`src/rtl/program_sequencer.sv`:
```
// Loader/run sequencer in front of the instruction store: burst-loads words, then steps PC through the program.
// Store writes are registered one cycle after accept; in_ready is a pure state decode and never depends on in_valid.
module program_sequencer #(
  parameter int          ADDR_W      = 5,
  parameter int          DATA_W      = 16,
  parameter logic [3:0]  HALT_OPCODE = 4'b1111
) (
  input  logic              clk,
  input  logic              reset,
  input  logic              load_start,
  input  logic [ADDR_W:0]   load_count,
  input  logic              in_valid,
  input  logic [DATA_W-1:0] in_data,
  input  logic              in_is_instruction,
  output logic              in_ready,
  input  logic              run_start,
  input  logic              halt_req,
  input  logic              exec_busy,
  input  logic [DATA_W-1:0] instruction,
  output logic              load,
  output logic              is_instruction,
  output logic [ADDR_W-1:0] load_address,
  output logic [DATA_W-1:0] cpu_input,
  output logic [ADDR_W-1:0] program_counter,
  output logic              exec_valid,
  output logic              halted,
  output logic              loading
);

  typedef enum logic [1:0] {S_IDLE, S_LOAD, S_RUN, S_HALT} state_t;

  localparam logic [ADDR_W:0]   MAX_COUNT = {1'b1, {ADDR_W{1'b0}}};
  localparam logic [ADDR_W:0]   CNT_ONE   = {{ADDR_W{1'b0}}, 1'b1};
  localparam logic [ADDR_W-1:0] ADDR_ONE  = {{(ADDR_W-1){1'b0}}, 1'b1};
  localparam logic [ADDR_W-1:0] PC_LAST   = {ADDR_W{1'b1}};

  state_t            state;
  logic [ADDR_W:0]   words_left;
  logic [ADDR_W-1:0] instr_addr;
  logic [ADDR_W-1:0] data_addr;
  logic [ADDR_W:0]   burst_len;
  logic              stop_req;
  logic              accept;

  assign stop_req   = (instruction[DATA_W-1 -: 4] == HALT_OPCODE) || halt_req;
  assign in_ready   = (state == S_LOAD);
  assign loading    = (state == S_LOAD);
  assign halted     = (state == S_HALT);
  assign exec_valid = (state == S_RUN) && !stop_req;
  assign accept     = in_valid && in_ready;
  assign burst_len  = (load_count > MAX_COUNT) ? MAX_COUNT : load_count;

  always_ff @(posedge clk or posedge reset) begin
    if (reset) begin
      state           <= S_IDLE;
      words_left      <= '0;
      instr_addr      <= '0;
      data_addr       <= '0;
      load            <= 1'b0;
      is_instruction  <= 1'b0;
      load_address    <= '0;
      cpu_input       <= '0;
      program_counter <= '0;
    end else begin
      load <= 1'b0;
      unique case (state)
        S_IDLE, S_HALT: begin
          // A load request takes priority over run, even an empty one.
          if (load_start) begin
            if (load_count != '0) begin
              state      <= S_LOAD;
              words_left <= burst_len;
              instr_addr <= '0;
              data_addr  <= '0;
            end
          end else if (run_start) begin
            state           <= S_RUN;
            program_counter <= '0;
          end
        end
        S_LOAD: begin
          if (accept) begin
            load           <= 1'b1;
            is_instruction <= in_is_instruction;
            cpu_input      <= in_data;
            if (in_is_instruction) begin
              load_address <= instr_addr;
              instr_addr   <= instr_addr + ADDR_ONE;
            end else begin
              load_address <= data_addr;
              data_addr    <= data_addr + ADDR_ONE;
            end
            words_left <= words_left - CNT_ONE;
            if (words_left == CNT_ONE) state <= S_IDLE;
          end
        end
        S_RUN: begin
          if (stop_req) begin
            state <= S_HALT;
          end else if (!exec_busy) begin
            // The last address halts instead of wrapping back to 0.
            if (program_counter == PC_LAST) state <= S_HALT;
            else program_counter <= program_counter + ADDR_ONE;
          end
        end
        default: state <= S_IDLE;
      endcase
    end
  end

endmodule
```
`config.mk`:
```
export PLATFORM = sky130hd
export DESIGN_NAME = program_sequencer
export DESIGN_NICKNAME = d
export VERILOG_FILES = /design/src/rtl/program_sequencer.sv
export SDC_FILE = /design/constraint.sdc
export NUM_CORES = 1
export LEC_CHECK = 0
export ABC_AREA = 0
export CAP_MARGIN = 20
export CELL_PAD_IN_SITES_DETAIL_PLACEMENT = 1
export CELL_PAD_IN_SITES_GLOBAL_PLACEMENT = 2
export CORE_MARGIN = 2
export CORE_UTILIZATION = 31
export CTS_CLUSTER_SIZE = 10
export DETAILED_ROUTE_END_ITERATION = 8
export GPL_ROUTABILITY_DRIVEN = 0
export HOLD_SLACK_MARGIN = 0.02
export PLACE_DENSITY = 0.95
export SLEW_MARGIN = 40
export SYNTH_ARGS = -nofsm -noshare
export SYNTH_HDL_FRONTEND = slang
export SYNTH_SLANG_ARGS = --single-unit
```
`constraint.sdc`:
```
create_clock -name clk -period 3.9 [get_ports clk]
set_clock_uncertainty 0.15 [all_clocks]
set_input_delay 0.78 -clock clk [delete_from_list [all_inputs] [get_ports clk]]
set_output_delay 0.78 -clock clk [all_outputs]
set_load 0.01 [all_outputs]
```
==> summary.md, run 1 <==
| Metric | Value |
|---|---|
| H-tree Lvls | 2 |
| Mapped Cells | 233 |
| Share of cells above drive strength 1 | 0.151 |
| Die area | about 8800 sq um |
| Synth Net Count | 288 |
| Uppermost routed layer | met4 |
| Top cell type's share of synthesized area | 0.463 |
| Sequential area share after synthesis | 0.463 |
| Residual overflow from global routing | 0 |
| Clock Pin Slew Worst Setup and Hold Paths | 0.09 ns |
| Worst EP required | between 2 and 3 ns |
| CTS tree | built |
| Die Width | 93.6 um |
| Final setup violating endpoints | 0 |
| Post-CTS setup buffer count | 0 |
| Worst Path Max Fanout | 4 |
| Initial drt markers | 89 |
| CP Cell Sequence | clkdlybuf4s50_1 > and4_1 > nor2_1 > clkdlybuf4s50_1 |
| Core region area | between 7000 and 8000 sq um |
| Worst Tran Pin Value | 0.709 ns |
| CTS Buffer Depth | 2 |
| Final worst-path cycle share | 0.767 |
| P per Cell Area | 675 nW/um^2 |
| Delay of the slowest critical-path stage | 0.54 ns |
| Synthesized area | around 2500 sq um |
| Placed cell area | 3220 sq um |
| Clock root buffer | clkbuf_8 |
| Worst hold path type | register to register |
| WHS Endpoint | load_address[4]$_DFFE_PP0P_ |
| Initial core utilization | 0.320 |
| Vias in the first global route | 2047 |
| CTS Buf Count | 5 |
| Total Neg Setup Slack | 0 ns |
| Routed WL per cell | 14.9 um |
| Worst Path Arrival | 2.06 ns |
| DRT Pass-1 Iters | 4 |
| WL met3 | 300 um |
| Launch point of the worst reg-to-reg path | state[0]$_DFFE_PP0P_ |
| Post-synthesis simple-gate area fraction | 0.164 |
| Met2 WL post-DR | 2870 um |
| CTS Hold Bufs | 0 |
| Antenna Cells | 0 |
| RSZ-0062 raised after global routing | no |
| TritonCTS sink count | 46 |
| First-pass GRT wire length | 9760 um |
| Mux cell area share after synthesis | 0.118 |
| Top Family by Delay on Critical Path | buffers and inverters |
| Hold path cells | 2 |
| Vias/cell | 5.03 |
| P&R area growth vs syn | 32.8% |
| Final Hold Viols | 0 |
| Rows | 32 |
| R2R Setup Slk | 1.30 ns |
| CP max stage cell | clkdlybuf4s50_1 |
| Placed cell count | 392 |
| DRC viols | 0 |
| Nets@finish | 352 |
| P_leak | 1.39 nW |
| Initial antenna violation count | 0 |
| Post-DP HPWL | 4460 um |
| Slew Viols, Final | 0 |
| GRT Resource Usage Total | 0.141 |
| Synth Area in Compound Gates | 0.162 |
| Reg2reg end | words_left[2]$_DFFE_PP0P_ |
| Critical setup path kind | input port to output port |
| VDD IR max | 0.199 mV |
| Relative slew slack | 0.526 |
| Post-synth top area cell | dfrtp_1 |
| Design area | 3310 sq um |
| Tot Pwr | 2.23 mW |
| CP Capture Type | output port |
| Number of synthesized register bits | between 40 and 50 |
| Port Buf Inserts | 65 |
| Synth Area in Adders | 0.0452 |
| Worst-Skew Late Latency | approximately 0.30 ns |
| Final worst path period need | about 3.0 ns |
| Critical Path Source Type | input port |
| Post-layout util | 0.426 |
| Reg2Reg Depth | 6 |
| Post-Route WL | 5950 um |
| FFs w/ async S/R, synth | 1.00 |
| Metal-1 WL | 2710 um |
| Max-cap violations | 0 |
| CTS resizes | 0 |
| Overall via count from detail_route | approximately 2000 |
| Ys Warns | 0 |
| Post-Synth XOR/XNOR Area | 0 |
| Hold_sp | load_address[4]$_DFFE_PP0P_ |
| Die height | approximately 94 um |
| Status | finished, final reports clean |
| Most frequent CP cell | clkdlybuf4s50_1 |
| Number of synthesized flops with an enable pin | 0 |
| Largest family of logic cells by synthesized area | simple AND/OR/NAND/NOR gates |
| Buf/Inv on CP | 2 |
| Fmax | 334 MHz |
| Netlist cell types | 55 |
| Antenna viol nets, final | 0 |
| Top post-synthesis cells by area | dfrtp_1 (46%), mux2_2 (8.6%), ha_1 (4.5%), nand2_1 (4.4%), o21ai_0 (3.4%) |
| Pin count of the biggest net entering global routing | 28 |
| Mean post-synth cell area | 10.7 sq um |
| Non-filler cells, final | 400 |
| Top_reg_cell synth | dfrtp_1 |
| IO Count | 78 |
cell families after synthesis:
group	Yosys count
flops	46
mux	27
compound gates	53
fa+ha+maj	9
buf+inv	24
simple gates	74
area by class of cell:
class                      count  area, sq um
inverter                      14         53.8
timing repair buffer          67          666
clock buffer                   5         68.8
sequential                    46         1150
tap                          102          128
fill                         891         4460
clock inverter                 3         21.3
multi-input combinational    163         1220
Yosys cell counts, types with 2 or more instances:
cell,number
a22o_1,2
inv_1,13
a31oi_1,2
clkbuf_1,2
o31ai_1,6
a32o_1,2
a21oi_1,7
buf_2,2
nand4b_1,2
ha_1,9
nand3_1,4
dfrtp_1,46
nand2_1,29
and4_1,2
nor2b_1,2
o21ai_0,17
or2_2,3
and2_1,4
nor3_1,2
nor2_1,6
a222oi_1,2
nand4_1,2
mux2_2,19
buf_6,3
nand2b_1,4
and3_1,4
o21ai_1,2
mux2i_1,8
state kept, by name (all words and copies together), names as in the netlist:
signal,count
cpu_input,16
data_addr,5
instr_addr,5
is_instruction,1
load,1
load_address,5
program_counter,5
state,2
words_left,6
tightest hold or removal path: stages (launching register included):
cell,delay [ns]
dfrtp_1,0.35
nand2_1,0.04
o21ai_0,0.06
worst max path at each step:
stage,from,to,cells after the start
after floorplan,load_count[1],data_addr[0]$_DFFE_PP0P_,5
after global placement,instruction[14],exec_valid,4
after detailed placement,instruction[15],exec_valid,4
after CTS,instruction[15],exec_valid,4
after global routing,instruction[14],exec_valid,4
final,instruction[15],exec_valid,4
report_power, final:
group          switching (mW)  internal (mW)
Sequential              0.122          0.651
Clock                   0.167          0.126
Combinational           0.580          0.583
Total                   0.869           1.36
cells in the final DEF, fill, tap and decap left out, types with 5 or more instances in the layout:
cell and instances:
clkdlybuf4s50_1 65, o21ai_0 17, mux2i_1 8, a21oi_1 7
o31ai_1 6, ha_1 9, dfrtp_1 46, clkbuf_8 5
mux2_2 19, nand2_1 29, inv_1 12, nor2_1 6
through the flow:
step,setup slack (ns),hold slack (ns)
floorplan,1.62,0.317
global placement,0.913,0.310
detailed placement,0.910,0.320
CTS,0.910,0.342
global route,0.824,0.376
finish,0.908,0.332
routing by layer:
metal,vias to the layer above,GRT usage
met5,-,0
met4,0,0.0362
met3,4,0.0330
met2,48,0.242
met1,985,0.178
li1,973,-
(Power assumes the default switching activity.)
==> run 2: changes to the inputs <==
--- a/config.mk
+++ b/config.mk
@@ -10,12 +10,12 @@
 export CELL_PAD_IN_SITES_DETAIL_PLACEMENT = 1
 export CELL_PAD_IN_SITES_GLOBAL_PLACEMENT = 2
 export CORE_MARGIN = 2
-export CORE_UTILIZATION = 31
+export CORE_UTILIZATION = 26
 export CTS_CLUSTER_SIZE = 10
 export DETAILED_ROUTE_END_ITERATION = 8
 export GPL_ROUTABILITY_DRIVEN = 0
 export HOLD_SLACK_MARGIN = 0.02
-export PLACE_DENSITY = 0.95
+export PLACE_DENSITY = 0.86
 export SLEW_MARGIN = 40
 export SYNTH_ARGS = -nofsm -noshare
 export SYNTH_HDL_FRONTEND = slang
==> constraint.sdc (replaced) <==
create_clock -name clk -period 2.7 [get_ports clk]
set_clock_uncertainty 0.15 [all_clocks]
set_input_delay 0.54 -clock clk [delete_from_list [all_inputs] [get_ports clk]]
set_output_delay 0.54 -clock clk [all_outputs]
set_load 0.01 [all_outputs]
==> run 2 against run 1 <==
Net effect:
- worst setup slack got worse by 0.75 ns
- critical endpoint unchanged
- critical path type is now register to output port
- die area increased by 18%
- cell count increased by 9.8%
- global-route usage decreased by 1.5 points
- largest power group unchanged
- via count increased by 2.9%
- combinational power increased by 55%
==> summary.md, run 2 (same netlist as run 1, synthesis figures left out) <==
| Metric | Value |
|---|---|
| Clock Pin Slew Worst Setup and Hold Paths | 0.09 ns (about the same) |
| Slew Viols, Final | 0 (unchanged) |
| Die height | 102 um (was 93.6 um) |
| R2R Setup Slk | 0.34 ns (was 1.30 ns) |
| P per Cell Area | 994 nW/um^2 (was 675 nW/um^2) |
| Vias in the first global route | 2205 (was 2047) |
| Status | finished, final reports clean (unchanged) |
| RSZ-0062 raised after global routing | no (unchanged) |
| WHS Endpoint | load_address[2]$_DFFE_PP0P_ (was load_address[4]$_DFFE_PP0P_) |
| Commonest non-fill, non-tap cells in the layout | clkdlybuf4s50_1 (65), dfrtp_1 (46), nand2_1 (29) (unchanged) |
| Relative slew slack | 0.646 (was 0.526) |
| Hold_sp | load_address[2]$_DFFE_PP0P_ (was load_address[4]$_DFFE_PP0P_) |
| Critical setup path kind | register to output port (was input port to output port) |
| Nets@finish | 364 (was 352) |
| CP Capture Type | output port (unchanged) |
| Final setup violating endpoints | 0 (unchanged) |
| Critical Path Source Type | register (was input port) |
| Final worst path period need | approximately 2.5 ns |
| Biggest register | cpu_input (unchanged) |
| Share of cells above drive strength 1 | 0.184 (was 0.151) |
| Pin count of the biggest net entering global routing | 19 (was 28) |
| Worst hold path type | register to register (unchanged) |
| Antenna Cells | 0 (unchanged) |
| CTS Buffer Depth | 2 (unchanged) |
| Die Width | 102 um (was 93.6 um) |
| Overall via count from detail_route | 2068 (was 2010) |
| Worst EP required | 2.01 ns (was 2.97 ns) |
| WHS | 0.346 ns (was 0.332 ns) |
| Setup WS pre-CTS | 0.111 ns (was 0.910 ns) |
| Most common cell after layout, fill and taps aside | clkdlybuf4s50_1 (unchanged) |
| Reg2Reg Depth | 7 (was 6) |
| Worst Tran Pin Value | 0.528 ns (was 0.709 ns) |
| Routed WL per cell | 14.5 um (was 14.9 um) |
| CTS Hold Bufs | 0 (unchanged) |
| Initial core utilization | 0.268 (was 0.320) |
| TritonCTS sink count | 46 (unchanged) |
| Biggest regs | cpu_input x16, words_left x6 (unchanged) |
| GRT Resource Usage Total | 0.126 (was 0.141) |
| Placed cell area | 3340 sq um (was 3220 sq um) |
| Rows | 35 (was 32) |
| Antenna viol nets, final | 0 (unchanged) |
| Residual overflow from global routing | 0 (unchanged) |
| Post-DP HPWL | 5000 um (was 4460 um) |
| Tot Pwr | 3.43 mW (was 2.23 mW) |
| IO Count | 78 (unchanged) |
| H-tree Lvls | 2 (unchanged) |
| Post-CTS setup buffer count | 0 (unchanged) |
| Clock root buffer | clkbuf_8 (unchanged) |
| CTS tree | built (unchanged) |
| Initial antenna violation count | 0 (unchanged) |
| P&R area growth vs syn | 38.8% (was 32.8%) |
| Launch point of the worst reg-to-reg path | program_counter[0]$_DFFE_PP0P_ (was state[0]$_DFFE_PP0P_) |
| Max-cap violations | 0 (unchanged) |
| Port Buf Inserts | 65 (unchanged) |
| CTS Buf Count | 5 (unchanged) |
| DRT Pass-1 Iters | 5 (was 4) |
| CP Launch Point | state[0]$_DFFE_PP0P_ (was instruction[15]) |
| Worst-Skew Late Latency | 0.30 ns (about the same) |
| Max reg flops | 16 (unchanged) |
| Worst Path Max Fanout | 5 (was 4) |
| Post-Route WL | 6350 um (was 5950 um) |
| Final Worst Setup Slack | 0.156 ns (was 0.908 ns) |
| Initial drt markers | 79 (was 89) |
| VDD IR max | 0.284 mV (was 0.199 mV) |
| Die area | 10400 sq um (was 8760 sq um) |
| DRC viols | 0 (unchanged) |
| Final Hold Viols | 0 (unchanged) |
| Vias/cell | 4.71 (was 5.03) |
| Post-layout util | 0.372 (was 0.426) |
| Placed cell count | 431 (was 392) |
| Non-filler cells, final | 439 (was 400) |
| Reg2reg end | state[0]$_DFFE_PP0P_ (was words_left[2]$_DFFE_PP0P_) |
| Design area | 3450 sq um (was 3310 sq um) |
| First-pass GRT wire length | 10400 um (was 9760 um) |
| Hold path cells | 2 (unchanged) |
| Total Neg Setup Slack | 0 ns (unchanged) |
| Core region area | 9280 sq um (was 7770 sq um) |
| P_leak | 1.45 nW (was 1.39 nW) |
| Final worst-path cycle share | 0.942 |
| Worst Path Arrival | 1.85 ns (was 2.06 ns) |
| Fmax | 393 MHz |
[run 2: cell count changes in the layout (fill, tap and decap cells not counted), sizes merged]
| cell | change |
|---|---|
| buf | +12 |
| clkinv | -2 |
| bufinv | +1 |
| clkbuf | +1 |
[run 2: worst max path at each step]
stage	end	slack, ns	cells after the start
after floorplan	program_counter[2]$_DFFE_PP0P_	0.45	6
after global placement	instr_addr[2]$_DFFE_PP0P_	0.13	6
after detailed placement	data_addr[3]$_DFFE_PP0P_	0.11	6
after CTS	loading	0.06	3
after global routing	exec_valid	0.02	5
final	exec_valid	0.16	5
[run 2: worst max-delay path, stage by stage, from the launching register on]
cell,delay [ns]
dfrtp_1,0.42
inv_1,0.10
ha_2,0.23
nand2b_1,0.14
nor2_1,0.13
clkdlybuf4s50_1,0.54
[run 2: timing repair]
| action | in CTS | in global routing |
|---|---|---|
| endpoints found under the hold margin | 0 | 0 |
| setup endpoints to repair | 0 | 3 |
| gates resized for setup | 0 | 2 |
[run 2: metal layers]
metal  GRT usage  routed length [um]  vias to the layer above
li1            -                   -                      994
met1       0.148                2740                     1015
met2       0.230                3210                       52
met3      0.0274                 329                        7
met4      0.0359                  75                        0
met5           0                   0                        -
[run 2: area by class of cell]
class,count,area (sq um)
inverter,14,52.6
fill,1064,5830
clock inverter,2,37.5
timing repair buffer,79,756
sequential,46,1150
multi-input combinational,163,1220
tap,129,161
clock buffer,6,72.6
[run 2: report_power, final]
group          total (mW)  switching (mW)  leakage, nW  internal, mW
combinational        1.80           0.885        0.819         0.914
sequential           1.12           0.178        0.584         0.941
clock               0.516           0.240       0.0514         0.276
==> run 3: changes to the inputs <==
--- a/config.mk
+++ b/config.mk
@@ -15,7 +15,7 @@
 export DETAILED_ROUTE_END_ITERATION = 8
 export GPL_ROUTABILITY_DRIVEN = 0
 export HOLD_SLACK_MARGIN = 0.02
-export PLACE_DENSITY = 0.86
+export PLACE_DENSITY_LB_ADDON = 0.1
 export SLEW_MARGIN = 40
 export SYNTH_ARGS = -nofsm -noshare
 export SYNTH_HDL_FRONTEND = slang
==> run 3 against run 2 <==
Net effect:
- maximum frequency is 0.86% lower
- utilization decreased by 0.13 points
- clock-buffer cell count is 1 lower
- cell count is 0.46% lower
- die area unchanged
- total power down 1.8%
- register-to-register slack gained 0.05 ns
- final area fell by 0.36%
==> summary.md, run 3 (same netlist as run 1, synthesis figures left out) <==
| Metric | Value |
|---|---|
| Status | finished, final reports clean (unchanged) |
| Post-CTS setup buffer count | 0 (unchanged) |
| Commonest non-fill, non-tap cells in the layout | clkdlybuf4s50_1 (65), dfrtp_1 (46), nand2_1 (29) (unchanged) |
| Antenna Cells | 0 (unchanged) |
| Reg2reg end | state[0]$_DFFE_PP0P_ (unchanged) |
| Max-cap violations | 0 (unchanged) |
| H-tree Lvls | 2 (unchanged) |
| Vias/cell | 4.60 (was 4.71) |
| Setup WS pre-CTS | 0.161 ns (was 0.111 ns) |
| Total Neg Setup Slack | 0 ns (unchanged) |
| Final Hold Viols | 0 (unchanged) |
| Most common cell after layout, fill and taps aside | clkdlybuf4s50_1 (unchanged) |
| Post-Route WL | 6480 um (was 6350 um) |
| Initial drt markers | 28 (was 79) |
| GRT Resource Usage Total | 0.126 (about the same) |
| Overall via count from detail_route | 2009 (was 2068) |
| Biggest register | cpu_input (unchanged) |
| Routed WL per cell | 14.8 um (was 14.5 um) |
| TritonCTS sink count | 46 (unchanged) |
| P&R area growth vs syn | 38.3% (was 38.8%) |
| Die Width | 102 um (unchanged) |
| Tot Pwr | 3.37 mW (was 3.43 mW) |
| Vias in the first global route | 2020 (was 2205) |
| Relative slew slack | 0.649 (was 0.646) |
| Slew Viols, Final | 0 (unchanged) |
| Metal-1 WL | 3150 um (was 2740 um) |
| Final worst-path cycle share | 0.951 (was 0.942) |
| Fmax | 390 MHz (was 393 MHz) |
| Worst Path Max Fanout | 5 (unchanged) |
| First-pass GRT wire length | 10200 um (was 10400 um) |
| Multi-input logic area | 1220 sq um (about the same) |
| Biggest regs | cpu_input x16, words_left x6 (unchanged) |
| CTS Buffer Depth | 2 (unchanged) |
| WHS Endpoint | load_address[0]$_DFFE_PP0P_ (was load_address[2]$_DFFE_PP0P_) |
| Worst hold path type | register to register (unchanged) |
| Top Family by Delay on Critical Path | buffers and inverters (unchanged) |
| Antenna viol nets, final | 0 (unchanged) |
| IO Count | 78 (unchanged) |
| Initial antenna violation count | 0 (unchanged) |
| Max reg flops | 16 (unchanged) |
| Post-DP HPWL | 4890 um (was 5000 um) |
| VDD IR max | 0.292 mV (was 0.284 mV) |
| CTS Buf Count | 5 (unchanged) |
| Die height | 102 um (unchanged) |
| Uppermost routed layer | met4 (unchanged) |
| Met2 WL post-DR | 2960 um (was 3210 um) |
| Worst-Skew Late Latency | 0.30 ns (about the same) |
| P per Cell Area | 980 nW/um^2 (was 994 nW/um^2) |
| Pin count of the biggest net entering global routing | 27 (was 19) |
| Sw frac | 0.388 (was 0.379) |
| Final Worst Setup Slack | 0.134 ns (was 0.156 ns) |
| Nets@finish | 362 (was 364) |
| Rows | 35 (unchanged) |
| Hold path cells | 2 (unchanged) |
| Net load switching power | 1.31 mW (was 1.30 mW) |
| Critical setup path kind | register to output port (unchanged) |
| CP Cell Sequence | inv_1 > ha_2 > nand2b_1 > nor2_1 > clkdlybuf4s50_1 (unchanged) |
| CP max stage cell | clkdlybuf4s50_1 (unchanged) |
| R2R Setup Slk | 0.39 ns (was 0.34 ns) |
| CTS tree | built (unchanged) |
| Port Buf Inserts | 65 (unchanged) |
| Reg power frac | 0.331 (was 0.326) |
| CP Capture Type | output port (unchanged) |
| Reg2Reg Depth | 7 (unchanged) |
| # fillers | 1047 (was 1064) |
| Worst Tran Pin Value | 0.526 ns (was 0.528 ns) |
| Buf/Inv on CP | 2 (unchanged) |
| Core region area | 9280 sq um (unchanged) |
| Clock Pin Slew Worst Setup and Hold Paths | 0.09 ns (about the same) |
| DRT Pass-1 Iters | 4 (was 5) |
| Die area | 10400 sq um (unchanged) |
| Launch point of the worst reg-to-reg path | program_counter[0]$_DFFE_PP0P_ (unchanged) |
| Worst EP required | 2.01 ns (about the same) |
| Final worst path period need | 2.57 ns (was 2.54 ns) |
| Final setup violating endpoints | 0 (unchanged) |
| Clock root buffer | clkbuf_8 (unchanged) |
| Internal Power | 2.06 mW (was 2.13 mW) |
| Critical Path Source Type | register (unchanged) |
| Residual overflow from global routing | 0 (unchanged) |
| DRC viols | 0 (unchanged) |
| Share of cells above drive strength 1 | 0.182 (was 0.184) |
| Hold_sp | load_address[0]$_DFFE_PP0P_ (was load_address[2]$_DFFE_PP0P_) |
| WL met3 | 315 um (was 329 um) |
| Clock group share of total power | 0.129 (was 0.150) |
| P_leak | 1.45 nW (about the same) |
| Worst Path Arrival | 1.88 ns (was 1.85 ns) |
| Initial core utilization | 0.268 (unchanged) |
| Gate power share | 0.540 (was 0.524) |
| RSZ-0062 raised after global routing | no (unchanged) |
| Reg area | 1150 sq um (unchanged) |
| Delay of the slowest critical-path stage | 0.54 ns (about the same) |
| CP Depth | 5 (unchanged) |
==> run 3: power by group through the flow <==
stage / clock, mW / sequential [mW] / combinational, mW
2_1_floorplan: 0 / 1.18 / 1.01
6_report: 0.435 / 1.12 / 1.82
4_1_cts: 0.466 / 1.12 / 1.86
3_5_place_dp: 0 / 1.14 / 1.85
3_3_place_gp: 0 / 1.12 / 1.83
5_1_grt: 0.497 / 1.16 / 2.01
==> run 3: how the worst max path moves through the flow <==
stage                                        start                              to  slack, ns
finish                        state[0]$_DFFE_PP0P_                      exec_valid       0.13
floorplan           program_counter[0]$_DFFE_PP0P_  program_counter[2]$_DFFE_PP0P_       0.45
global route                  state[0]$_DFFE_PP0P_                      exec_valid       0.03
CTS                           state[0]$_DFFE_PP0P_                      exec_valid       0.03
global placement                     load_count[1]        data_addr[0]$_DFFE_PP0P_       0.17
detailed placement                   load_count[1]        data_addr[0]$_DFFE_PP0P_       0.16
==> run 3: metal layers <==
| layer | vias up | global-route usage |
|---|---|---|
| met5 | - | 0 |
| met4 | 0 | 0.0338 |
| met3 | 4 | 0.0260 |
| met2 | 47 | 0.207 |
| met1 | 963 | 0.170 |
| li1 | 995 | - |
==> run 3: metrics by stage <==
step                      instance area, sq um  std cells  hold WS (ns)   util
after floorplan                           2490        233         0.317      -
after global placement                    3350        429         0.315  0.361
after detailed placement                  3350        429         0.324  0.361
after CTS                                 3440        437         0.348  0.370
after global routing                      3440        437         0.381  0.371
final                                     3440        437         0.340  0.371
==> run 3: cell type report <==
type	instances	area share
Multi-Input combinational cell	163	0.355
Sequential cell	46	0.335
Timing Repair Buffer	77	0.223
Tap cell	129	0.0469
Clock buffer	5	0.0200
Inverter	14	0.0153
Clock inverter	3	0.00618
==> run 3: worst min-delay path, delay by kind of cell, from the launching register on <==
| family | cells | cell delay (ns) |
|---|---|---|
| flip-flops | 1 | 0.35 |
| AND/OR/NAND/NOR | 1 | 0.05 |
| AO/OA/AOI/OAI | 1 | 0.06 |
==> run 3: timing repair <==
| item | CTS | global route |
|---|---|---|
| hold buffers | 0 | 0 |
| resized for setup | 0 | 1 |
| endpoints found under the setup margin | 0 | 1 |
